$ cat config.mk
export PLATFORM = sky130hd
export DESIGN_NAME = dmem_arbiter
export DESIGN_NICKNAME = d
export VERILOG_FILES = /design/src/rtl/dmem_arbiter.sv
export SDC_FILE = /design/constraint.sdc
export NUM_CORES = 1
export LEC_CHECK = 0
export ABC_AREA = 1
export CAP_MARGIN = 0
export CELL_PAD_IN_SITES_DETAIL_PLACEMENT = 1
export CELL_PAD_IN_SITES_GLOBAL_PLACEMENT = 1
export CORE_ASPECT_RATIO = 2
export CORE_UTILIZATION = 16
export DETAILED_ROUTE_END_ITERATION = 16
export PLACE_DENSITY_LB_ADDON = 0.15
export SLEW_MARGIN = 20
export SYNTH_ARGS = -nofsm -noshare
export SYNTH_HDL_FRONTEND = slang
export SYNTH_SLANG_ARGS = --single-unit
$ cat constraint.sdc
create_clock -name clk -period 1.6 [get_ports clk]
set_input_delay 0.32 -clock clk [delete_from_list [all_inputs] [get_ports clk]]
set_output_delay 0.32 -clock clk [all_outputs]
set_load 0.02 [all_outputs]
$ cat src/rtl/dmem_arbiter.sv
`timescale 1ns/1ps
// -----------------------------------------------------------------------------
// dmem_arbiter
//
// Shares one single-port data memory between the CPU load/store unit (port 0)
// and the debug/loader port (port 1). The memory reads combinationally and
// writes on the rising clock edge, so the request-to-memory path here is purely
// combinational, while the response path is registered: every accepted
// transfer produces a one-cycle rsp_valid pulse on its own port in the
// following cycle.
//
// Arbitration is round-robin. A requester may hold the grant across several
// transfers by raising lock; the hold is bounded to MAX_LOCK cycles counted
// from the first locked acceptance, and the counter keeps running while the
// owner is idle, so the other port can never be starved indefinitely.
//
// Handshake: a request transfers in a cycle where rK_valid and rK_ready are
// both high. rK_ready is combinational and never depends on rK_ready of the
// other port. The requester must hold valid and payload stable until ready;
// this is assumed, not checked.
//
// Ports
//   clk, rst                 clock, asynchronous active-high reset
//   rK_valid / rK_ready      request handshake (K = 0, 1)
//   rK_we, rK_funct3         store flag and access size, forwarded unchanged
//   rK_addr, rK_wdata        byte address and store data
//   rK_lock                  keep the grant after this transfer
//   rK_rsp_valid             response pulse, one cycle after acceptance
//   rK_rsp_rdata             load data; 0 for stores and idle ports
//   mem_we, mem_funct3,
//   mem_addr, mem_wdata      memory request, all 0 when nothing is accepted
//   mem_rdata                combinational memory read data
//   dbg_lock_state_o         current lock ownership state (debug only)
// -----------------------------------------------------------------------------
module dmem_arbiter #(
  parameter int unsigned MAX_LOCK = 8
) (
  input  logic        clk,
  input  logic        rst,

  input  logic        r0_valid,
  output logic        r0_ready,
  input  logic        r0_we,
  input  logic [2:0]  r0_funct3,
  input  logic [31:0] r0_addr,
  input  logic [31:0] r0_wdata,
  input  logic        r0_lock,
  output logic        r0_rsp_valid,
  output logic [31:0] r0_rsp_rdata,

  input  logic        r1_valid,
  output logic        r1_ready,
  input  logic        r1_we,
  input  logic [2:0]  r1_funct3,
  input  logic [31:0] r1_addr,
  input  logic [31:0] r1_wdata,
  input  logic        r1_lock,
  output logic        r1_rsp_valid,
  output logic [31:0] r1_rsp_rdata,

  output logic        mem_we,
  output logic [2:0]  mem_funct3,
  output logic [31:0] mem_addr,
  output logic [31:0] mem_wdata,
  input  logic [31:0] mem_rdata,

  output logic [1:0]  dbg_lock_state_o
);

  // Lock ownership is the only real state machine in the block.
  typedef enum logic [1:0] {
    LOCK_NONE = 2'b00,
    LOCK_P0   = 2'b01,
    LOCK_P1   = 2'b10
  } lock_e;

  localparam logic [7:0] MAX_CNT = 8'(MAX_LOCK);
  // With MAX_LOCK = 1 the first locked acceptance already uses the whole
  // budget, so a lock is never actually held.
  localparam bit LOCK_EN = (MAX_LOCK > 1);

  lock_e       lock_q, lock_d;
  logic [7:0]  lock_cnt_q, lock_cnt_d;
  logic        last_q, last_d;
  logic [1:0]  rsp_pend_q, rsp_pend_d;
  logic        rsp_we_q, rsp_we_d;
  logic [31:0] rsp_data_q, rsp_data_d;

  logic        grant;     // 0 = port 0, 1 = port 1
  logic        accept;
  logic        gnt_lock;
  logic [7:0]  lock_cnt_inc;

  // ---------------------------------------------------------------------------
  // Grant selection
  // ---------------------------------------------------------------------------
  always_comb begin
    grant = 1'b0;
    if (lock_q == LOCK_P0) begin
      grant = 1'b0;
    end else if (lock_q == LOCK_P1) begin
      grant = 1'b1;
    end else if (r0_valid && r1_valid) begin
      // Tie: the port that was not served last wins.
      grant = ~last_q;
    end else if (r1_valid) begin
      grant = 1'b1;
    end else begin
      grant = 1'b0;
    end
  end

  assign r0_ready = r0_valid & ~grant;
  assign r1_ready = r1_valid &  grant;
  assign accept   = r0_ready | r1_ready;
  assign gnt_lock = grant ? r1_lock : r0_lock;

  // ---------------------------------------------------------------------------
  // Memory request mux; quiet (all zero) when nothing is accepted
  // ---------------------------------------------------------------------------
  always_comb begin
    mem_we     = 1'b0;
    mem_funct3 = 3'd0;
    mem_addr   = 32'd0;
    mem_wdata  = 32'd0;
    if (r0_ready) begin
      mem_we     = r0_we;
      mem_funct3 = r0_funct3;
      mem_addr   = r0_addr;
      mem_wdata  = r0_wdata;
    end else if (r1_ready) begin
      mem_we     = r1_we;
      mem_funct3 = r1_funct3;
      mem_addr   = r1_addr;
      mem_wdata  = r1_wdata;
    end
  end

  // ---------------------------------------------------------------------------
  // Lock / round-robin next state
  // ---------------------------------------------------------------------------
  assign lock_cnt_inc = lock_cnt_q + 8'd1;

  always_comb begin
    lock_d     = lock_q;
    lock_cnt_d = lock_cnt_q;
    last_d     = last_q;

    if (accept) begin
      last_d = grant;
    end

    if (lock_q != LOCK_NONE) begin
      // The budget runs every cycle, idle or not. Reaching the budget and an
      // unlocked owner transfer both release; the owner's transfer in the
      // releasing cycle is still accepted above.
      lock_cnt_d = lock_cnt_inc;
      if ((accept && !gnt_lock) || (lock_cnt_inc >= MAX_CNT)) begin
        lock_d     = LOCK_NONE;
        lock_cnt_d = 8'd0;
        // Owner counts as last served so the other port wins the next tie.
        last_d     = (lock_q == LOCK_P1);
      end
    end else if (LOCK_EN && accept && gnt_lock) begin
      lock_d     = grant ? LOCK_P1 : LOCK_P0;
      lock_cnt_d = 8'd1;
    end
  end

  // ---------------------------------------------------------------------------
  // Response capture: read data is sampled at the accept edge
  // ---------------------------------------------------------------------------
  always_comb begin
    rsp_pend_d = {r1_ready, r0_ready};
    rsp_we_d   = accept & mem_we;
    rsp_data_d = 32'd0;
    if (accept && !mem_we) begin
      rsp_data_d = mem_rdata;
    end
  end

  always_ff @(posedge clk or posedge rst) begin
    if (rst) begin
      lock_q     <= LOCK_NONE;
      lock_cnt_q <= 8'd0;
      last_q     <= 1'b1;
      rsp_pend_q <= 2'b00;
      rsp_we_q   <= 1'b0;
      rsp_data_q <= 32'd0;
    end else begin
      lock_q     <= lock_d;
      lock_cnt_q <= lock_cnt_d;
      last_q     <= last_d;
      rsp_pend_q <= rsp_pend_d;
      rsp_we_q   <= rsp_we_d;
      rsp_data_q <= rsp_data_d;
    end
  end

  // ---------------------------------------------------------------------------
  // Response outputs; a port that is not responding shows zero data
  // ---------------------------------------------------------------------------
  assign r0_rsp_valid = rsp_pend_q[0];
  assign r1_rsp_valid = rsp_pend_q[1];
  assign r0_rsp_rdata = (rsp_pend_q[0] && !rsp_we_q) ? rsp_data_q : 32'd0;
  assign r1_rsp_rdata = (rsp_pend_q[1] && !rsp_we_q) ? rsp_data_q : 32'd0;

  assign dbg_lock_state_o = lock_q;

endmodule

==> run metrics, run 1 <==
outcome complete, but fails checks; failing checks setup timing; overall die height 196 um; post-route ant nets 0; worst slew pin tran 353 ps; Reg2Reg Capture Point rsp_data_q[20]; CTS Sinks 46; crit path cell chain nand2_2 -> nand2_2 -> nand2_4 -> nand2_4 -> nand2_4 -> inv_8 -> buf_6 -> buf_16 -> a22o_1 -> buf_6; area grow syn2layout 188%; synth top area cells dfrtp_1 (37%), a22o_1 (19%), nor2_1 (14%); CP max-delay cell dfstp_2; largest net degree at the start of global routing 28; unique cell type count in the Yosys netlist 22; routability cong. 0.862; most common cell in the synthesized netlist nor2_1; I/O Buffers 311; Via Count 4310; DRC viols 0; maximum operating frequency 0.471 GHz; Reg2Reg Depth 14; clk slew on worst S/H paths 70 ps; final critical-path share of the clock period 1.33; RSZ-0062 raised after global routing true; GRT overflow 0; wire per inst 20.2 um; H-Tree Level Count 2; CP max stage delay 550 ps; initial antenna violation count 2; Rel. slew slack 0.764; dpl ws -1070 ps; post-synthesis sequential area ratio 0.382; syn avg cell area 7.41 um2; pwr dens 1300 nW/um2; CTS buffer count 5; Crit Reg-Reg Startpoint last_q; Clk Tree Root Cell clkbuf_16; final wirelength 20200 um; initial core utilization 0.164; clk_skew 9.53 ps; Net Count, Synth 582; final setup TNS -49590 ps; area of the multi-input gates 2360 um2; # rows 70; final core utilization 0.471; synthesized area 3010 um2; FF/Latch Area 1150 um2; die width 99.1 um; Ys Warns 0; Syn Inst Count 407; Async SR Flop Fraction 1.00; first-pass GRT wire length 28000 um; via/cell ratio 4.32; core area 18400 um2; fillcell total 2015; register bit total from synthesis 46; Iter 0 DRT Violations 100; worst setup margin -523 ps; Leakage 0.00400 uW; Post-synth top cells nor2_1 (112), inv_1 (84), a22o_1 (67); CTS tree done; Setup crit start kind register; crit path kind register to output port; all-layer global routing usage 0.196; Hold Crit Class primary input to async pin; number of max-cap violations 0; WP data required 1280 ps; post-DP HPWL 14300 um; clk buf depth 2; Peak supply drop 0.679 mV; Worst setup EP type output port; die area 19400 um2; area fraction of the dominant cell type after synthesis 0.374; Setup crit start last_q; IO Pins 312; final setup vio count 173; Post-synth EDFFs 0; main flop type after synthesis dfrtp_1; cell taking the most area after synthesis dfrtp_1; clock latency on the worst-skew pair 290 ps; number of failing hold endpoints at the final stage 0; worst-path fanout max 7; vias in the first global route 4843; first drt pass iteration count 4; CP most frequent cell nand2_4; CP endpoint mem_wdata[20]; r2r setup slk -340 ps; Slew Viols, Final 0; layout cells sized above 1 0.463; nets 953; Final min period 2120 ps; Arrival @ worst endpoint 1800 ps
[worst min-delay path by stage]
stage	end	cells after the start	slack, ps
global placement	lock_cnt_q[1]	2	530
detailed placement	lock_cnt_q[2]	2	540
CTS	lock_cnt_q[6]	2	320
finish	lock_cnt_q[5]	2	310
floorplan	rsp_data_q[0]	2	430
global route	lock_cnt_q[5]	2	370
[power by group]
| group | total [uW] | switching, uW | internal (uW) |
|---|---|---|---|
| sequential | 1610 | 152 | 1460 |
| clock | 1180 | 448 | 731 |
| combinational | 8520 | 4160 | 4350 |
| total | 11300 | 4760 | 6540 |
[state kept, by name, indices dropped and copies added (netlist names)]
name and flops:
rsp_pend_q 2, rsp_we_q 1, lock_cnt_q 8, rsp_data_q 32
dbg_lock_state_o 2, last_q 1
[repair_timing]
action,CTS,global route
cloned,14,5
endpoints found under the setup margin,180,178
hold buffers,0,0
gates resized for setup,782,216
pin swaps,10,14
buffers inserted,24,12
[routing by layer]
metal  global-route usage  part of all wire
met1                0.181              0.31
met2                0.400              0.60
met3               0.0481             0.068
met4               0.0697             0.025
met5                    0                 0
[worst max-delay path, delay by kind of cell (launching register included)]
| family | cells | cell delay [ps] |
|---|---|---|
| flip-flops | 1 | 550 |
| buffers and inverters | 4 | 460 |
| AND/OR/NAND/NOR | 5 | 360 |
| AO/OA/AOI/OAI | 1 | 150 |
[final cells by class]
| type | count | share of cell area |
|---|---|---|
| diodes | 2 | 0.000577 |
| clock buffers | 5 | 0.0144 |
| clock inverters | 3 | 0.00462 |
| inverters | 88 | 0.0401 |
| multi-input cells | 250 | 0.272 |
| flip-flops and latches | 46 | 0.133 |
| well taps | 216 | 0.0312 |
| repair buffers | 387 | 0.504 |
[kinds of logic after synthesis]
logic type,count (synthesis),synth area share
compound gates,75,0.212
fa+ha+maj,1,0.00415
buf+inv,111,0.164
flops,46,0.382
simple gates,174,0.237
[layout by cell type (no fill, tap or decap), types with 16 or more instances in the layout]
cell / Yosys / routed
clkdlybuf4s50_1: 0 / 171
buf_6: 9 / 137
inv_1: 84 / 81
nor2_4: 0 / 65
nor2_1: 112 / 44
dfrtp_1: 45 / 43
a22o_4: 0 / 42
buf_4: 0 / 37
nand2_1: 42 / 33
a22o_1: 67 / 25
buf_12: 0 / 16
[per-stage QoR]
| step | total power [uW] | cell area, um2 | hold slack, ps | instances |
|---|---|---|---|---|
| after detailed placement | 7550 | 6930 | 543 | 938 |
| after CTS | 10200 | 7730 | 320 | 984 |
| after floorplan | 4860 | 3400 | 426 | 407 |
| final | 11300 | 8670 | 309 | 997 |
| after global routing | 11900 | 8670 | 371 | 997 |
| after global placement | 7460 | 6930 | 528 | 938 |
(Power assumes the default switching activity.)
==> run 2: changes to the inputs <==
- CAP_MARGIN: 0 -> not set
==> results of run 2 <==
Final layout, timing and power as in run 1 (identical DEF).
==> run 3: changes to the inputs <==
- GPL_TIMING_DRIVEN: not set -> 0
==> run 3 against run 2 <==
- the run still ends with setup timing left
- first-iteration DRC count shrank 15%
- register-to-register slack gained 70 ps
- maximum frequency shrank 3.4%
- clock power is essentially flat
- critical path depth is the same
- utilization shrank 0.86 points
- clock-buffer cell count is the same
- power shrank 3.1%
- clock skew shrank 6.3 ps
- global-route usage shrank 1.7 points
- critical endpoint is now mem_addr[20]
- largest cell class unchanged
- largest power group unchanged
==> run metrics, run 3 (synthesized netlist as in run 1, its figures left out) <==
Hold Crit Class primary input to async pin; wire per inst 19.0 um; switching share of power 0.425; Peak supply drop 0.532 mV; area post-placement 6810 um2; die width 99.1 um; post-route ant nets 0; area grow syn2layout 182%; clk slew on worst S/H paths 60 ps; Rel. slew slack 0.673; Final Cell Area 8510 um2; final critical-path share of the clock period 1.37; WP data required 1280 ps; hold_buf cts 0; crit path cell chain nand2_2 -> nand2_2 -> nand2_4 -> nand2_4 -> nand2_8 -> inv_12 -> buf_12 -> clkbuf_16 -> a22o_4 -> buf_6; Largest regs rsp_data_q: 32 flops, lock_cnt_q: 8 flops; Setup crit start kind register; clk_skew 3.21 ps; H-Tree Level Count 2; I/O Buffers 311; pwr dens 1290 nW/um2; core area 18400 um2; GRT overflow 0; IO Pins 312; logic gate share of total power 0.743; # rows 70; most common cell after layout, fill and taps aside clkdlybuf4s50_1; nets 955; via/cell ratio 4.34; Slew Viols, Final 0; Iter 0 DRT Violations 85; RSZ-0062 raised after global routing true; largest register by flop count rsp_data_q; number of max-cap violations 0; initial antenna violation count 2; clk buf depth 2; worst setup margin -598 ps; DRC viols 0; largest net degree at the start of global routing 27; vias in the first global route 4730; final wirelength 19000 um; Leakage 0.00396 uW; Power Internal 6290 uW; placed insts 935; Final min period 2200 ps; Worst setup EP type output port; max reg flops 32; commonest non-fill, non-tap cells in the layout clkdlybuf4s50_1 (171), buf_6 (122), inv_1 (81); Clk Tree Root Cell clkbuf_16; crit path kind register to output port; failing checks setup timing; maximum operating frequency 0.455 GHz; final setup vio count 167; fin cells 999; post-DP HPWL 14500 um; Via Count 4332; clock latency on the worst-skew pair 290 ps; Clk network pwr share 0.109; die area 19400 um2; worst slew pin tran 489 ps; layout cells sized above 1 0.460; initial core utilization 0.164; first-pass GRT wire length 26000 um; worst-path fanout max 7; Psw 4660 uW; CTS buffer count 5; overall die height 196 um; outcome complete, but fails checks; number of failing hold endpoints at the final stage 0; CP max-delay cell dfstp_2; CTS tree done; CP max stage delay 540 ps; all-layer global routing usage 0.179; Reg power frac 0.148; Pwr Total 11000 uW; CTS Sinks 46; Arrival @ worst endpoint 1880 ps; routability cong. 0.768; first drt pass iteration count 4
-- run 3: cell types whose count changed in the layout (fill, tap and decap cells not counted), sizes merged --
cell | before | now
clkbuf | 9 | 12
clkdlybuf4s15 | 0 | 1
bufbuf | 1 | 0
dlygate4sd2 | 3 | 4
buf | 207 | 205
-- run 3: per-stage QoR --
| stage | TNS, ps | setup WS (ps) | util | hold WS (ps) |
|---|---|---|---|---|
| floorplan | -5280 | -120 | - | 426 |
| global placement | -148290 | -1240 | 0.369 | 534 |
| detailed placement | -113370 | -1250 | 0.370 | 541 |
| CTS | -53540 | -603 | 0.405 | 390 |
| global route | -62720 | -653 | 0.463 | 433 |
| finish | -51320 | -598 | 0.463 | 397 |
-- run 3: power by group through the flow --
| stage | registers [uW] | logic, uW | clock network (uW) |
|---|---|---|---|
| 2_1_floorplan | 1630 | 3230 | 0 |
| 5_1_grt | 1650 | 8620 | 1270 |
| 3_5_place_dp | 1620 | 5730 | 0 |
| 4_1_cts | 1610 | 6870 | 1230 |
| 6_report | 1620 | 8140 | 1200 |
| 3_3_place_gp | 1610 | 5650 | 0 |
-- run 3: repair_timing --
item	CTS	global route
pin swaps	9	8
buffers inserted	21	23
endpoints found under the setup margin	174	178
gates resized for setup	721	309
cloned	8	7
-- run 3: worst paths after layout --
path / start / endpoint / slack (ps) / cells after the start
setup / recovery: last_q / mem_addr[20] / -600 / 10
hold / removal: rst / rsp_data_q[11] / 400 / 2
setup reg to reg: last_q / rsp_data_q[7] / -270 / 13
hold reg to reg: lock_cnt_q[1] / lock_cnt_q[1] / 550 / 2
max in group asynchronous: rst / rsp_data_q[24] / 700 / 3
min in group clk: mem_rdata[30] / rsp_data_q[30] / 540 / 3
-- run 3: per-layer routing --
layer	wire [um]	track usage	vias to the layer above
met5	0	0	-
met4	438	0.0654	0
met3	1400	0.0506	19
met2	11400	0.369	234
met1	5710	0.158	2056
li1	-	-	2023
-- run 3: critical path: cells and delay by family, from the launching register on --
kind,cells,cell delay [ps]
DFF,1,540
buffers and inverters,4,530
AOI/OAI and AO/OA,1,110
and+or+nand+nor,5,390
-- run 3: cell type report --
| type | count | area [um2] |
|---|---|---|
| antenna | 2 | 5.00 |
| buffer | 20 | 329 |
| clock buffer | 5 | 125 |
| clock inverter | 3 | 40.0 |
| fill | 2070 | 9880 |
| inverter | 88 | 355 |
| multi-input combinational | 250 | 2320 |
| sequential | 46 | 1150 |
| tap | 216 | 270 |
| timing repair buffer | 369 | 3910 |
